<file path="src/rtl/outflow_ctrl_pkg.sv">
// Shared definitions for the outflow (drain-side) ping-pong buffer sequencer.
package outflow_ctrl_pkg;

  // FSM state encoding
  localparam logic [0:0] S_IDLE  = 1'b0;
  localparam logic [0:0] S_DRAIN = 1'b1;

  // Buffer indices
  localparam logic BUF0 = 1'b0;
  localparam logic BUF1 = 1'b1;

  // One-hot mask selecting the per-buffer bit for a buffer index
  function automatic logic [1:0] buf_onehot(input logic sel);
    logic [1:0] mask;
    case (sel)
      BUF0:    mask = 2'b01;
      BUF1:    mask = 2'b10;
      default: mask = 2'b00;
    endcase
    return mask;
  endfunction

endpackage

</file>
<file path="src/rtl/outflow_ctrl_drain_timer.sv">
// Drain watchdog: loadable saturating up-counter with a terminal-count flag.
// The flag never fires when TIMEOUT_CYCLES is 0.
module outflow_ctrl_drain_timer #(
  parameter int TIMEOUT_CYCLES = 0
) (
  input  logic clk,
  input  logic resetn,
  input  logic load_i,
  input  logic en_i,
  output logic tc_o
);

  localparam int             TW     = (TIMEOUT_CYCLES > 1) ? $clog2(TIMEOUT_CYCLES) : 1;
  localparam logic [TW-1:0]  TC_VAL = TW'(TIMEOUT_CYCLES - 1);
  localparam logic [TW-1:0]  SAT    = {TW{1'b1}};
  localparam logic           TO_EN  = (TIMEOUT_CYCLES != 0);

  logic [TW-1:0] timer_q;
  logic [TW-1:0] timer_d;

  // Next count: clear on load, otherwise count while enabled until saturated
  always_comb begin
    timer_d = timer_q;
    if (load_i) begin
      timer_d = {TW{1'b0}};
    end else if (en_i && (timer_q != SAT)) begin
      timer_d = timer_q + TW'(1);
    end else begin
      timer_d = timer_q;
    end
  end

  // Counter register with synchronous active-low reset
  always_ff @(posedge clk) begin
    if (!resetn) begin
      timer_q <= {TW{1'b0}};
    end else begin
      timer_q <= timer_d;
    end
  end

  assign tc_o = TO_EN & en_i & (timer_q == TC_VAL);

endmodule

</file>
<file path="src/rtl/outflow_ctrl.sv">
// Drain-side sequencer for the two ping-pong frame buffers: tracks full
// buffers, drains them strictly alternating 0,1,0,1..., releases them back
// to the inflow side, and reports overrun/timeout errors and a frame count.
module outflow_ctrl
  import outflow_ctrl_pkg::*;
#(
  parameter int TIMEOUT_CYCLES = 0,
  parameter int CNT_W          = 32
) (
  input  logic             clk,
  input  logic             resetn,
  input  logic             enable,
  input  logic             inflow_done0,
  input  logic             inflow_done1,
  output logic             drain_start,
  output logic             drain_sel,
  input  logic             drain_done,
  output logic             drain_abort,
  output logic             buf_release0,
  output logic             buf_release1,
  output logic [1:0]       ready_flags,
  output logic             busy,
  output logic [CNT_W-1:0] drained_frames,
  output logic             overrun_err,
  output logic             timeout_err,
  input  logic             clr_err
);

  logic [0:0]       state_q,   state_d;
  logic [1:0]       ready_q,   ready_d;
  logic             next_sel_q, next_sel_d;
  logic             drain_sel_q, drain_sel_d;
  logic             start_q,   start_d;
  logic             abort_q,   abort_d;
  logic [1:0]       release_q, release_d;
  logic [CNT_W-1:0] cnt_q,     cnt_d;
  logic             overrun_q, overrun_d;
  logic             timeout_q, timeout_d;
  logic             busy_s;
  logic             tc_s;
  logic             ov_ev_s;
  logic             to_ev_s;
  logic [1:0]       done_in_s;

  assign busy_s    = (state_q == S_DRAIN);
  assign done_in_s = {inflow_done1, inflow_done0};

  outflow_ctrl_drain_timer #(
    .TIMEOUT_CYCLES(TIMEOUT_CYCLES)
  ) u_drain_timer (
    .clk    (clk),
    .resetn (resetn),
    .load_i (start_d),
    .en_i   (busy_s),
    .tc_o   (tc_s)
  );

  // Sequencer next-state: start in order, finish on done or timeout
  always_comb begin
    state_d     = state_q;
    ready_d     = ready_q | done_in_s;
    next_sel_d  = next_sel_q;
    drain_sel_d = drain_sel_q;
    start_d     = 1'b0;
    abort_d     = 1'b0;
    release_d   = 2'b00;
    cnt_d       = cnt_q;
    to_ev_s     = 1'b0;
    // A completion in the same cycle still counts as an overrun; the clear
    // below then wins and the late frame is lost.
    ov_ev_s     = |(done_in_s & ready_q);
    case (state_q)
      S_IDLE: begin
        if (enable && ready_q[next_sel_q]) begin
          drain_sel_d = next_sel_q;
          start_d     = 1'b1;
          state_d     = S_DRAIN;
        end else begin
          state_d = S_IDLE;
        end
      end
      S_DRAIN: begin
        if (drain_done) begin
          release_d  = buf_onehot(drain_sel_q);
          ready_d    = ready_d & ~buf_onehot(drain_sel_q);
          next_sel_d = ~drain_sel_q;
          cnt_d      = cnt_q + CNT_W'(1);
          state_d    = S_IDLE;
        end else if (tc_s) begin
          abort_d    = 1'b1;
          to_ev_s    = 1'b1;
          release_d  = buf_onehot(drain_sel_q);
          ready_d    = ready_d & ~buf_onehot(drain_sel_q);
          next_sel_d = ~drain_sel_q;
          state_d    = S_IDLE;
        end else begin
          state_d = S_DRAIN;
        end
      end
      default: begin
        state_d = S_IDLE;
      end
    endcase
    // New error events dominate a simultaneous clear
    overrun_d = ov_ev_s | (overrun_q & ~clr_err);
    timeout_d = to_ev_s | (timeout_q & ~clr_err);
  end

  // State and output registers; reset abandons any drain without pulses
  always_ff @(posedge clk) begin
    if (!resetn) begin
      state_q     <= S_IDLE;
      ready_q     <= 2'b00;
      next_sel_q  <= BUF0;
      drain_sel_q <= BUF0;
      start_q     <= 1'b0;
      abort_q     <= 1'b0;
      release_q   <= 2'b00;
      cnt_q       <= {CNT_W{1'b0}};
      overrun_q   <= 1'b0;
      timeout_q   <= 1'b0;
    end else begin
      state_q     <= state_d;
      ready_q     <= ready_d;
      next_sel_q  <= next_sel_d;
      drain_sel_q <= drain_sel_d;
      start_q     <= start_d;
      abort_q     <= abort_d;
      release_q   <= release_d;
      cnt_q       <= cnt_d;
      overrun_q   <= overrun_d;
      timeout_q   <= timeout_d;
    end
  end

  assign drain_start    = start_q;
  assign drain_sel      = drain_sel_q;
  assign drain_abort    = abort_q;
  assign buf_release0   = release_q[0];
  assign buf_release1   = release_q[1];
  assign ready_flags    = ready_q;
  assign busy           = busy_s;
  assign drained_frames = cnt_q;
  assign overrun_err    = overrun_q;
  assign timeout_err    = timeout_q;

endmodule

</file>
<file path="config.mk">
export PLATFORM = sky130hd
export DESIGN_NAME = outflow_ctrl
export DESIGN_NICKNAME = d
export VERILOG_FILES = /design/src/rtl/outflow_ctrl_pkg.sv /design/src/rtl/outflow_ctrl_drain_timer.sv /design/src/rtl/outflow_ctrl.sv
export SDC_FILE = /design/constraint.sdc
export NUM_CORES = 1
export LEC_CHECK = 0
export CORE_ASPECT_RATIO = 1.2
export CORE_MARGIN = 1.5
export CORE_UTILIZATION = 45
export DETAILED_ROUTE_END_ITERATION = 8
export GPL_ROUTABILITY_DRIVEN = 1
export PLACE_DENSITY_LB_ADDON = 0.12
export RECOVER_POWER = 50
export SYNTH_ARGS = -nofsm -noshare
export SYNTH_HDL_FRONTEND = slang
export SYNTH_SLANG_ARGS = --single-unit
</file>
<file path="constraint.sdc">
create_clock -name clk -period 2.35 [get_ports clk]
set_input_delay 0.235 -clock clk [delete_from_list [all_inputs] [get_ports clk]]
set_output_delay 0.235 -clock clk [all_outputs]
set_load 0.02 [all_outputs]
</file>
---- Yosys cells after proc, flatten, opt, wreduce, memory -nomap -nowiden ----
Cells that the tools add are included.
operators by class
  add/subtract/negate cells ............... 1
  order comparisons ....................... 1
  mux-type cells .......................... 10
  bitwise logic cells ..................... 11
  reductions and logical operators ........ 6
operators with widths
  cell                                                                           number
  32-bit by 1-bit adder with 32-bit output (second input constant)               1
  2-bit two-way mux                                                              4
  2-bit AND                                                                      2
  1-bit two-way mux                                                              4
  1-bit NOT                                                                      4
  2-bit one-hot mux with 2 select lines                                          1
  2-bit AND reduction                                                            2
  2-bit OR reduction                                                             2
  3-bit AND reduction                                                            1
  1-bit AND                                                                      2
  1-bit by 2-bit less-than comparator with 1-bit output (second input constant)  1
  2-bit NOT                                                                      1
  2-bit bitwise OR                                                               1
  1-bit one-hot mux with 2 select lines                                          1
  1-bit logical AND                                                              1
  1-bit bitwise OR                                                               1
storage, ports and cells
  flip-flop bits (word level) ............. 42
  bits of input ports ..................... 7
  logic and storage cells ................. 38

---- Logic depth before layout (Yosys ltp) ----
Gate-level depths: netlist of run 1.
  word-level depth ........................ 8
  gate-level depth with buffers ........... 7
  gate-level depth less buffers ........... 5

---- Cells and area by module ----
Synthesis of run 1 repeated with hierarchy kept, for this count alone.
second synthesis, totals
  cell total of the unflattened synthesis .. 222
  area total of the unflattened synthesis .. 1944.4 sq um
by module, submodules not included
  module                    instances  cells an instance  area each (sq um)  sequential area each (sq um)
  outflow_ctrl              1          220                1933.1             860.8
  outflow_ctrl_drain_timer  1          2                  11.3               0.0

---- Worst setup path after synthesis of run 1 ----
No wires, ideal clock.
  path type ............................... flip-flop to flip-flop
  start point ............................. register cnt_q[0], in the netlist drained_frames[0]
  end point ............................... register cnt_q[20], in the netlist drained_frames[20]
  setup time .............................. 0.070 ns
  arrival time ............................ 2.074 ns
  data required time ...................... 2.280 ns
  slack ................................... 0.206 ns
  stages on the path, launching flop included .. 7
  path buffers ............................ 1
  clock period less this slack ............ 2.144 ns
  cells stage by stage .................... dfxtp_1 -> ha_1 -> nand3_4 -> or4_1 -> buf_2 -> or4_1 -> a21oi_1
between the ends
  cells in the longest elaborated chain, start to end .. 1
RTL lines
  what                                      RTL line             text
  from (decl)                               outflow_ctrl.sv:36   logic [CNT_W-1:0] cnt_q, cnt_d;
  from (signal assigned)                    outflow_ctrl.sv:119  cnt_q <= {CNT_W{1'b0}};
  from (signal assigned)                    outflow_ctrl.sv:130  cnt_q <= cnt_d;
  32-bit by 1-bit adder with 32-bit output  outflow_ctrl.sv:87   cnt_d = cnt_q + CNT_W'(1);
Every way passes these cells.
A chain may end at the register's enable or synchronous reset.

---- Worst setup path in the final report of run 1 ----
  start point ............................. register cnt_q[0], in the netlist drained_frames[0]
  end point ............................... register cnt_q[22], in the netlist drained_frames[22]
Same word-level chain as after synthesis.

==> impl_metrics.ini, run 1 <==
[yosys]
yosysSeqAreaShare_pct = 44.7
synth.distinct_cells = 38
synth_nets = 222
yosys-top-cells-area = dfxtp_1 (45%), a21oi_1 (6.4%), or4_1 (6.0%)
synth_area_sq_um = 1880
ys.flop_type = dfxtp_1
synth_edf_count = 0
syn_inst = 214
async_reset_ff_share_pct = 0
yosys.area.top_type = dfxtp_1
ys_warn_count = 0
avgSynthCellArea_sq_um = 8.80
ys_seq_elements = 42
synth_top_area_share_pct = 44.7

[die]
chipHeight_um = 73.9
core-area_sq_um = 3970
num_rows = 25
io_pins = 49
start_util_pct = 47.4
design.die.area_sq_um = 4580
die_w_um = 62.1

[finish]
postLayoutCellArea_sq_um = 2500
area_growth_pct = 32.7
num_antenna_cells = 0
finalNetCount = 275
drive_gt1_share_pct = 7.87
layout_commonest_cell = dfxtp_1
instances_no_fill = 321
layout_common_cells = dfxtp_1 (42), dlygate4sd3_1 (25), a21oi_1 (24), clkdlybuf4s50_1 (22), nor2_1 (17)

[cts]
cts_made_buffers = 5
h-tree-depth = 2
cts_tree = done
cts.clk_slew.worst_paths_ns = 0.07
cts_hold_buf = 0
cts_sinks = 42
clk_path_buf_depth = 2
root_buffer = clkbuf_8
postCtsSetupBuffers = 0
cts_resized = 0
clkLatencyLatePin_ns = 0.29

[placed_design]
place_area_sq_um = 2430
gp_congestion = 0.724
dp_cells = 314
post-place-ws_ns = 0.0460
port_buffers = 47
hpwl_um = 2920

[global_route]
grt_start_max_net_pins = 30
grt_pass1_vias = 1563
groute.usage.overall_pct = 20.4
antenna_found_initial = 0
grt_pass1_wl_um = 7020
grt_overflow = 0

[worst_setup_path]
cp_slowest_cell = or4_1
r2r_cells = 6
reg2reg_to = drained_frames[22]
worstSetupStartpoint = drained_frames[0]
critPathMostFrequentCell = or4_1
crit_chain = ha_1 -> nand3_4 -> or4_1 -> buf_4 -> or4_1 -> a21oi_1
required_ns = 2.57
reg2reg_slack_ns = 0.23
crit_type = reg2reg
worstSetupStartpointType = flip-flop
slowest_delay_ns = 0.51
r2r_start = drained_frames[0]
crit_end = drained_frames[22]
cp_max_fo = 18
critical_path_arrival_ns = 2.33
cp-end-kind = flip-flop

[status]
status = finished, final reports clean

[sta]
fin_tns_setup_ns = 0
finClkSkew_ns = 0.00379
hold_violations = 0
setup_viol = 0
max_freq_mhz = 472
period_needed_ns = 2.12
max-slew-margin-rel_pct = 59.9
period_share_pct = 90.1
rsz0062_at_grt = no
setup_ws_ns = 0.232
finalMaxSlewViolations = 0
worst_pin_slew_ns = 0.602

[power]
power.leakage_nw = 0.861
p_comb_share_pct = 5.1
p_seq_share_pct = 59.4
switching_share_pct = 22.4
p_int_w = 0.000950
p_per_area_nw_per_um2 = 490
ir_drop_uv = 325
pwr-share-clk_pct = 35.5
p_switching_w = 0.000274

[routing]
vias_per_cell = 5.56
drt_iter0_markers = 133
via_count = 1784
ant_nets = 0
drc = 0
drt_pass1_iterations = 4
routedWlPerCell_um = 13.1
finalWirelength_um = 4210

[worst_hold_path]
holdPathStages = 2
hp-class = reg2reg

[job]
cap_violations = 0
[cell families (layout without fill, tap and decap cells)]
kind of cell / after synthesis / after routing / share of synthesized area (%)
other: 1 / 1 / 0.199
and+or+nand+nor: 91 / 91 / 28.2
buffers and inverters: 17 / 70 / 4.58
AOI/OAI and AO/OA: 51 / 51 / 16.5
DFF: 42 / 42 / 44.7
xor gates and xnor gates: 10 / 10 / 4.65
muxes: 1 / 1 / 0.532
adders and majority gates: 1 / 1 / 0.664
[Yosys cell counts (6+ instances only)]
cell type  count
o21ai_0        8
a21oi_1       24
nand3_1        8
or4_1         15
dfxtp_1       42
xnor2_1        9
nand4_1        6
inv_1          6
nor2_1        17
or3_1          7
o31ai_1       13
clkbuf_1       6
nand2_1       16
[layer usage]
layer	track usage [%]	wire length (um)
met5	0	0
met1	25.4	1860
met2	33.6	2120
met4	7.09	63
met3	4.75	165
[critical path: cells and delay by family, from the launching register on]
kind | cells | cell delay, ns
and+or+nand+nor | 3 | 1.05
DFF | 1 | 0.42
adders and majority gates | 1 | 0.22
buffers and inverters | 1 | 0.20
AOI/OAI and AO/OA | 1 | 0.15
[final cells by class]
class / count / area (sq um)
clock buffers: 7 / 76.3
fillers: 386 / 1470
inverters: 7 / 26.3
multi-input cells: 155 / 956
flip-flops and latches: 42 / 841
well taps: 54 / 67.6
repair buffers: 56 / 532
[worst min path at each step]
stage / start / slack (ns) / endpoint
2_1_floorplan: drain_done / 0.34 / busy
3_3_place_gp: timeout_err / 0.47 / timeout_err
3_5_place_dp: timeout_err / 0.48 / timeout_err
4_1_cts: drained_frames[20] / 0.50 / drained_frames[20]
5_1_grt: drained_frames[20] / 0.51 / drained_frames[20]
6_report: drained_frames[20] / 0.49 / drained_frames[20]
[power groups by stage]
stage / clock network (W) / registers [W] / logic, W
after floorplan: 0 / 0.000751 / 0.0000264
after global placement: 0 / 0.000744 / 0.0000650
after detailed placement: 0 / 0.000744 / 0.0000662
after CTS: 0.000447 / 0.000728 / 0.0000666
after global routing: 0.000465 / 0.000728 / 0.0000683
final: 0.000435 / 0.000728 / 0.0000624
[stage by stage]
| stage | total power, W | hold WS, ns | util, % |
|---|---|---|---|
| 2_1_floorplan | 0.000777 | 0.336 | - |
| 3_3_place_gp | 0.000809 | 0.475 | 61.1 |
| 3_5_place_dp | 0.000810 | 0.476 | 61.1 |
| 4_1_cts | 0.00124 | 0.495 | 63.1 |
| 5_1_grt | 0.00126 | 0.515 | 62.9 |
| 6_report | 0.00122 | 0.485 | 62.9 |
[state kept, by name, indices dropped and copies added, names as in the netlist]
register and flops:
timeout_err 1, release_q 2, next_sel_q 1, drain_start 1, drain_sel 1, ready_flags 2
overrun_err 1, busy 1, drained_frames 32
No activity file was read; power rests on OpenSTA's default activity.
==> run 2, diff against run 1 <==
Settings changed: CAP_MARGIN set to 10.
==> results of run 2 <==
The final DEF is identical to that of run 1; final timing and power are the same.
==> run 3, diff against run 2 <==
Settings changed: CTS_CLUSTER_DIAMETER set to 80.
==> results of run 3 <==
The final DEF is identical to that of run 1; final timing and power are the same.
